--- src/rtl/mem_pkg.sv ---
// Shared memory-request types and limits for the single-port RAM controller.
package mem_pkg;

  localparam int unsigned MaxReadLatency = 4;

  // Default bus widths used by the request struct.
  localparam int unsigned MemAddrWidth = 32;
  localparam int unsigned MemDataWidth = 32;

  typedef struct packed {
    logic                    we;
    logic [MemAddrWidth-1:0] addr;
    logic [MemDataWidth-1:0] wdata;
  } mem_req_t;

  // Response buffer depth needed to sustain one read per cycle.
  function automatic int unsigned resp_depth(int unsigned read_latency);
    return read_latency + 2;
  endfunction

endpackage

--- src/rtl/fifo_sync.sv ---
// Synchronous FIFO with output taken from storage registers (no push-to-pop bypass).
module fifo_sync #(
  parameter int unsigned Depth = 4,
  parameter int unsigned Width = 32
) (
  input  logic             clk,
  input  logic             rst,
  input  logic             push,
  input  logic [Width-1:0] push_data,
  input  logic             pop,
  output logic             out_valid,
  output logic [Width-1:0] out_data
);

  localparam int unsigned PtrW = (Depth > 1) ? $clog2(Depth) : 1;
  localparam int unsigned CntW = $clog2(Depth + 1);

  logic [Width-1:0] mem_q [Depth];
  logic [PtrW-1:0]  wptr_q, wptr_d;
  logic [PtrW-1:0]  rptr_q, rptr_d;
  logic [CntW-1:0]  cnt_q, cnt_d;
  logic             do_push, do_pop;

  function automatic logic [PtrW-1:0] next_ptr(logic [PtrW-1:0] p);
    return (p == PtrW'(Depth - 1)) ? '0 : p + PtrW'(1);
  endfunction

  assign do_push   = push & (cnt_q != CntW'(Depth));
  assign do_pop    = pop & (cnt_q != '0);
  assign out_valid = (cnt_q != '0);
  assign out_data  = mem_q[rptr_q];

  // Next pointer and occupancy values.
  always_comb begin
    wptr_d = do_push ? next_ptr(wptr_q) : wptr_q;
    rptr_d = do_pop ? next_ptr(rptr_q) : rptr_q;
    cnt_d  = cnt_q;
    unique case ({do_push, do_pop})
      2'b10:   cnt_d = cnt_q + CntW'(1);
      2'b01:   cnt_d = cnt_q - CntW'(1);
      default: cnt_d = cnt_q;
    endcase
  end

  // Pointer and occupancy registers.
  always_ff @(posedge clk) begin
    if (rst) begin
      wptr_q <= '0;
      rptr_q <= '0;
      cnt_q  <= '0;
    end else begin
      wptr_q <= wptr_d;
      rptr_q <= rptr_d;
      cnt_q  <= cnt_d;
    end
  end

  // Storage array; contents need no reset since occupancy gates visibility.
  always_ff @(posedge clk) begin
    if (do_push) mem_q[wptr_q] <= push_data;
  end

endmodule

--- src/rtl/spram_port_ctrl.sv ---
// Request/response front end for a single-port RAM with fixed read latency.
// Reads are credit-limited so every response always has a buffer slot.
module spram_port_ctrl
  import mem_pkg::*;
#(
  parameter int unsigned AddrBusWidth = 32,
  parameter int unsigned DataBusWidth = 32,
  parameter int unsigned ReadLatency  = 1
) (
  input  logic                    clk,
  input  logic                    rst,
  input  logic                    req_valid,
  output logic                    req_ready,
  input  logic                    req_we,
  input  logic [AddrBusWidth-1:0] req_addr,
  input  logic [DataBusWidth-1:0] req_wdata,
  output logic                    resp_valid,
  input  logic                    resp_ready,
  output logic [DataBusWidth-1:0] resp_data,
  output logic                    mem_re,
  output logic                    mem_we,
  output logic [AddrBusWidth-1:0] mem_addr,
  output logic [DataBusWidth-1:0] mem_wdata,
  input  logic [DataBusWidth-1:0] mem_rdata,
  output logic                    busy
);

  localparam int unsigned RespDepth = resp_depth(ReadLatency);
  localparam int unsigned CreditW   = $clog2(RespDepth + 1);

  if (ReadLatency > MaxReadLatency) begin : g_bad_latency
    $error("spram_port_ctrl: ReadLatency must be in 0..4");
  end

  logic               credit_ok;
  logic [CreditW-1:0] credit_q, credit_d;
  logic               accept;
  logic               trk_exit;
  logic               inflight_any;
  logic               fifo_valid;
  logic               pop;

  // Writes never need a response slot, so only reads are credit-gated.
  assign credit_ok = (credit_q < CreditW'(RespDepth));
  assign req_ready = ~rst & (req_we | credit_ok);
  assign accept    = req_valid & req_ready;

  assign mem_re    = accept & ~req_we;
  assign mem_we    = accept & req_we;
  assign mem_addr  = req_addr;
  assign mem_wdata = req_wdata;

  if (ReadLatency == 0) begin : g_no_trk
    // Zero-latency RAM: data is on mem_rdata in the accept cycle itself.
    assign trk_exit     = mem_re;
    assign inflight_any = 1'b0;
  end else begin : g_trk
    logic [ReadLatency-1:0] trk_q, trk_d;

    // Shift the read-valid marker one stage per cycle.
    always_comb begin
      trk_d    = '0;
      trk_d[0] = mem_re;
      for (int unsigned i = 1; i < ReadLatency; i++) begin
        trk_d[i] = trk_q[i-1];
      end
    end

    // Tracker register; reset discards any reads still in flight.
    always_ff @(posedge clk) begin
      if (rst) trk_q <= '0;
      else     trk_q <= trk_d;
    end

    assign trk_exit     = trk_q[ReadLatency-1];
    assign inflight_any = |trk_q;
  end

  assign resp_valid = fifo_valid & ~rst;
  assign pop        = resp_valid & resp_ready;
  assign busy       = ~rst & (inflight_any | resp_valid);

  // Credits count reads issued but not yet consumed.
  always_comb begin
    credit_d = credit_q;
    unique case ({mem_re, pop})
      2'b10:   credit_d = credit_q + CreditW'(1);
      2'b01:   credit_d = credit_q - CreditW'(1);
      default: credit_d = credit_q;
    endcase
  end

  // Credit counter register.
  always_ff @(posedge clk) begin
    if (rst) credit_q <= '0;
    else     credit_q <= credit_d;
  end

  fifo_sync #(
    .Depth(RespDepth),
    .Width(DataBusWidth)
  ) u_resp_fifo (
    .clk      (clk),
    .rst      (rst),
    .push     (trk_exit),
    .push_data(mem_rdata),
    .pop      (pop),
    .out_valid(fifo_valid),
    .out_data (resp_data)
  );

endmodule
--- config.mk ---
export PLATFORM = sky130hd
export DESIGN_NAME = spram_port_ctrl
export DESIGN_NICKNAME = d
export VERILOG_FILES = /design/src/rtl/mem_pkg.sv /design/src/rtl/fifo_sync.sv /design/src/rtl/spram_port_ctrl.sv
export SDC_FILE = /design/constraint.sdc
export NUM_CORES = 1
export LEC_CHECK = 0
export ABC_CLOCK_PERIOD_IN_PS = 4740
export CORE_MARGIN = 4
export CORE_UTILIZATION = 30
export DETAILED_ROUTE_END_ITERATION = 12
export HOLD_SLACK_MARGIN = 0.02
export PLACE_DENSITY = 0.59
export SYNTH_ARGS = -nofsm -noshare
export SYNTH_HDL_FRONTEND = slang
export SYNTH_SLANG_ARGS = --single-unit
--- constraint.sdc ---
create_clock -name clk -period 4.74 [get_ports clk]
set_clock_uncertainty 0.05 [all_clocks]
set_input_delay 0.474 -clock clk [delete_from_list [all_inputs] [get_ports clk]]
set_output_delay 0.474 -clock clk [all_outputs]
set_load 0.01 [all_outputs]
=== Word level (Yosys, flattened, before mapping) ===
Memory sizes are Yosys's and may differ from the RTL's. A register that Yosys moved wholly into a read port is not among the register bits.
Cells that the tools add are included.

* Register bits after elaboration: 9
* Bits in writable memories: 96
* Bits of input ports: 101
* Output and inout bits: 101
* Memories: 1

{| class="wikitable"
|+ Memories
! name !! depth !! bits a word !! read ports !! clocked after Yosys merged registers in !! wr ports !! line !! source
|-
| u_resp_fifo.mem_q || 3 || 32 || 1 || 1 || 1 || fifo_sync.sv:18 || <nowiki>logic [Width-1:0] mem_q [Depth];</nowiki>
|}

* Add/subtract/negate cells: 6
* $lt $le $gt $ge: 1
* Equal/unequal tests: 7
* Mux-type cells: 8
* Bitwise operators: 13
* Reductions and logical operators: 3

{| class="wikitable"
|+ Operators with widths
! operator !! count
|-
| $and 1x1->1 || 9
|-
| $add 2x1->2 const B || 4
|-
| $eq 2x2->1 const B || 4
|-
| $mux 2 || 4
|-
| $pmux 2 s2 || 2
|-
| $reduce_bool 2->1 || 3
|-
| $eq 2x1->1 const B || 2
|-
| $sub 2x1->2 const B || 2
|-
| $lt 2x2->1 const B || 1
|-
| $mux 1 || 2
|-
| $ne 2x2->1 const B || 1
|-
| $not 1->1 || 2
|-
| $or 1x1->1 || 2
|}

=== Logic depth before layout (Yosys ltp) ===
* Depth in word-level cells: 7
* Depth in mapped cells: 7
* Depth with buffers taken out: 7

=== Cells and area by module ===
Synthesis repeated with hierarchy kept, for this count alone.

* Cell total of the unflattened synthesis: 321
* Area total of the unflattened synthesis: 4506.8 sq um

{| class="wikitable"
|+ Modules (own cells, without submodules)
! module !! instances !! cells each !! area an instance (sq um) !! sequential area each (sq um)
|-
| fifo_sync || 1 || 236 || 3854.9 || 3042.9
|-
| spram_port_ctrl || 1 || 85 || 651.9 || 60.1
|}

=== Least setup slack after synthesis ===
OpenSTA, ideal clock, no wires.

* Path type: reg-to-reg
* From: register u_resp_fifo.cnt_q[0]
* To: memory u_resp_fifo.mem_q[1][0] (enable)
* Data arrival time: 3047 ps
* Path slack: 1173 ps
* Cell stages (with the launch flop): 3
* Path buffers: 0
* Period minus slack after synthesis: 3567 ps
* Path through: dfxtp_1 -> a21bo_2 -> nor3b_1

* Word-level cells in the longest chain between the ends: 4

{| class="wikitable"
|+ RTL lines
! what !! line !! source
|-
| start, declared || fifo_sync.sv:21 || <nowiki>logic [CntW-1:0] cnt_q, cnt_d;</nowiki>
|-
| start signal, assigned || fifo_sync.sv:54 || <nowiki>cnt_q <= cnt_d;</nowiki>
|-
| $ne 2x2->1 || fifo_sync.sv:28 || <nowiki>assign do_push = push & (cnt_q != CntW'(Depth));</nowiki>
|-
| $and 1x1->1 || fifo_sync.sv:28 ||
|-
| $mux 1 || fifo_sync.sv:60 || <nowiki>if (do_push) mem_q[wptr_q] <= push_data;</nowiki>
|-
| $mux 1 (implied by the code) || fifo_sync.sv:60 ||
|-
| end, declared || fifo_sync.sv:18 ||
|}

No other way between the ends.

==> results_dict.tcl <==
set metrics [dict create \
    status "complete, no violations" \
    synth_top_area_share_pct 64.0 \
    fin_crit_sh_pct 62.4 \
    clk_pin_slew_ps 70 \
    yosys_warnings 0 \
    die_area_um2 17000 \
    stdcell_count 524 \
    vias_per_cell 4.55 \
    core_um2 14600 \
    post_dp_cell_area_um2 4980 \
    postCtsSetupRepairBufs 0 \
    fin_ws_ps 1780 \
    drive_above_1_share_pct 7.65 \
    slew_viol_final 0 \
    yosysSeqAreaShare_pct 68.9 \
    r2r-start "u_resp_fifo.cnt_q[0]$_SDFFE_PP0P_" \
    cts_root_buffer "clkbuf_16" \
    syn_inst 322 \
    cp_max_fo 32 \
    first_pass_iters 4 \
    cap_violations 0 \
    final_area_um2 5280 \
    rsz0062_at_grt "false" \
    cts.path.max_buffers 2 \
    dp_slack_ps 1860 \
    antenna_found_initial 0 \
    drc_errors 0 \
    async_flop_share_pct 0 \
    fin_nets 438 \
    avgRoutedWirePerCell_um 19.4 \
    htree_levels 3 \
    filler_cell_count 1419 \
    initial_core_util_pct 30.8 \
    clk_latency_ps 340 \
    place_inst 508 \
    tightest_slew_ps 1100 \
    power_leakage_nw 1.61 \
    grt_max_degree 65 \
    gp_congestion 0.689 \
    hold_path_startpoint "u_resp_fifo.rptr_q[0]$_SDFFE_PP0N_" \
    cts_buffers 9 \
    ys_top_cells_by_area "edfxtp_1 64%, buf_4 11%, mux2i_1 7.1%, dfxtp_1 4.9%, o21ai_0 3.8%" \
    portBuffers 73 \
    finalCriticalPeriod_ps 2960 \
    finalSetupViolCount 0 \
    grt_pass1_vias 2399 \
    synth_area_leader_cell "edfxtp_1" \
    synth_area_per_cell_um2 14.0 \
    cts_resized 0 \
    synth_edf_count 96 \
    diodes 0 \
    synth-seq-cells 107 \
    dp_hpwl_um 7340 \
    p_per_area_nw_per_um2 369 \
    ant_nets 0 \
    syn_to_final_growth_pct 17.2 \
    grt_usage_pct 11.7 \
    endpoint_kind "output port" \
    cp_data_required_time_ps 4220 \
    vias 2385 \
    dr.first_iter.drc_count 115 \
    synthesis.nets 425 \
    rows 44 \
    cts_sinks 107 \
    postRouteWirelength_um 10200 \
    holdBufCountCts 0 \
    hold_violations 0 \
    ioPinCount 202 \
    startpoint_type "register" \
    syn_area_um2 4500 \
    cp_cell_sequence "mux2i_1, o21ai_0, clkdlybuf4s50_1" \
    fmax_mhz 338 \
    multi_input_area_um2 862 \
    relSlewSlack_pct 26.8 \
    hp-class "register to register" \
    yosysMostFrequentCell "edfxtp_1" \
    critical_path.max_stage_delay_ps 1040 \
    final-seq-area_um2 3110 \
    grt_overflow 0 \
    critPathKind "register to output port" \
    yosysUniqueCellTypes 24 \
    slowest_stage "dfxtp_2" \
    arrival_ps 2430 \
    netlist_top_cells_count "96 x edfxtp_1, 65 x buf_4, 35 x nand2_1" \
    die_height_um 131 \
    setup-tns-final_ps 0 \
    timing.hold.ws_ps 437 \
    grt_first_pass_wirelength_um 14500 \
    synth_flop_cell "edfxtp_1" \
    peakVddDrop_mv 0.147 \
    cts_tree "built" \
    die_x_um 131 \
]
[cell families (layout without fill, tap and decap cells)]
logic type | Yosys count | count (layout) | synth area share (%)
AND/OR/NAND/NOR | 52 | 52 | 5.06
XOR/XNOR | 4 | 4 | 0.778
multiplexers | 32 | 32 | 7.11
buffers and inverters | 80 | 98 | 12.2
adder cells (fa/ha/maj) | 2 | 2 | 0.556
AO/OA/AOI/OAI | 45 | 45 | 5.42
flip-flops | 107 | 107 | 68.9
[sequential cells by signal, indices dropped and copies added (netlist names), named ones only]
signal and count:
u_resp_fifo.cnt_q 2, u_resp_fifo.rptr_q 2, u_resp_fifo.wptr_q 2, u_resp_fifo.mem_q 96
credit_q 2, g_trk.trk_q 1
[power breakdown]
part / leakage, nW / internal [mW] / switching (mW)
Clock: 0.135 / 0.411 / 0.322
Combinational: 0.519 / 0.0903 / 0.0597
Sequential: 0.959 / 1.04 / 0.0207
[worst max-delay path, delay by kind of cell (launching register included)]
family | cells | cell delay [ps]
muxes | 1 | 170
buffers and inverters | 1 | 590
DFF | 1 | 1040
AOI/OAI and AO/OA | 1 | 250
[placed cells by master, fill, tap and decap left out, drive strengths merged, types with 3 or more instances in the layout]
| master | count |
|---|---|
| nand2 | 35 |
| inv | 4 |
| or3 | 4 |
| clkdlybuf4s50 | 73 |
| nor2 | 5 |
| dfxtp | 11 |
| o21ai | 35 |
| and2 | 3 |
| clkbuf | 10 |
| mux2i | 32 |
| edfxtp | 96 |
| a21oi | 5 |
| clkinvlp | 3 |
| buf | 5 |
[per-stage QoR]
step	power (mW)	util, %
2_1_floorplan	1.20	-
3_3_place_gp	1.23	34.0
3_5_place_dp	1.24	34.0
4_1_cts	1.97	36.0
5_1_grt	2.02	36.0
6_report	1.95	36.0
[area by class of cell]
type                            instances  share of cell area (%)
Clock inverter                          6                    1.26
Sequential cell                       107                    58.9
Multi-Input combinational cell        135                    16.3
Inverter                                4                   0.285
Clock buffer                           10                    4.34
Timing Repair Buffer                   78                    14.6
Tap cell                              184                    4.36
[worst paths after layout]
| kind | to | slack, ps | depth (start not counted) |
|---|---|---|---|
| max | resp_data[11] | 1780 | 3 |
| min | register | 440 | 2 |
| max reg2reg | u_resp_fifo.mem_q[0][15]$_DFFE_PP_ | 2460 | 4 |
| min reg2reg | register | 440 | 2 |
[metal layers]
metal	vias up	GRT usage, %	part of all wire [%]
met4	0	5.69	3.2
met2	99	20.6	52
met3	40	4.11	8.9
met1	1132	12.3	35
met5	-	0	0
li1	1114	-	-
No activity file was read; power rests on OpenSTA's default activity.
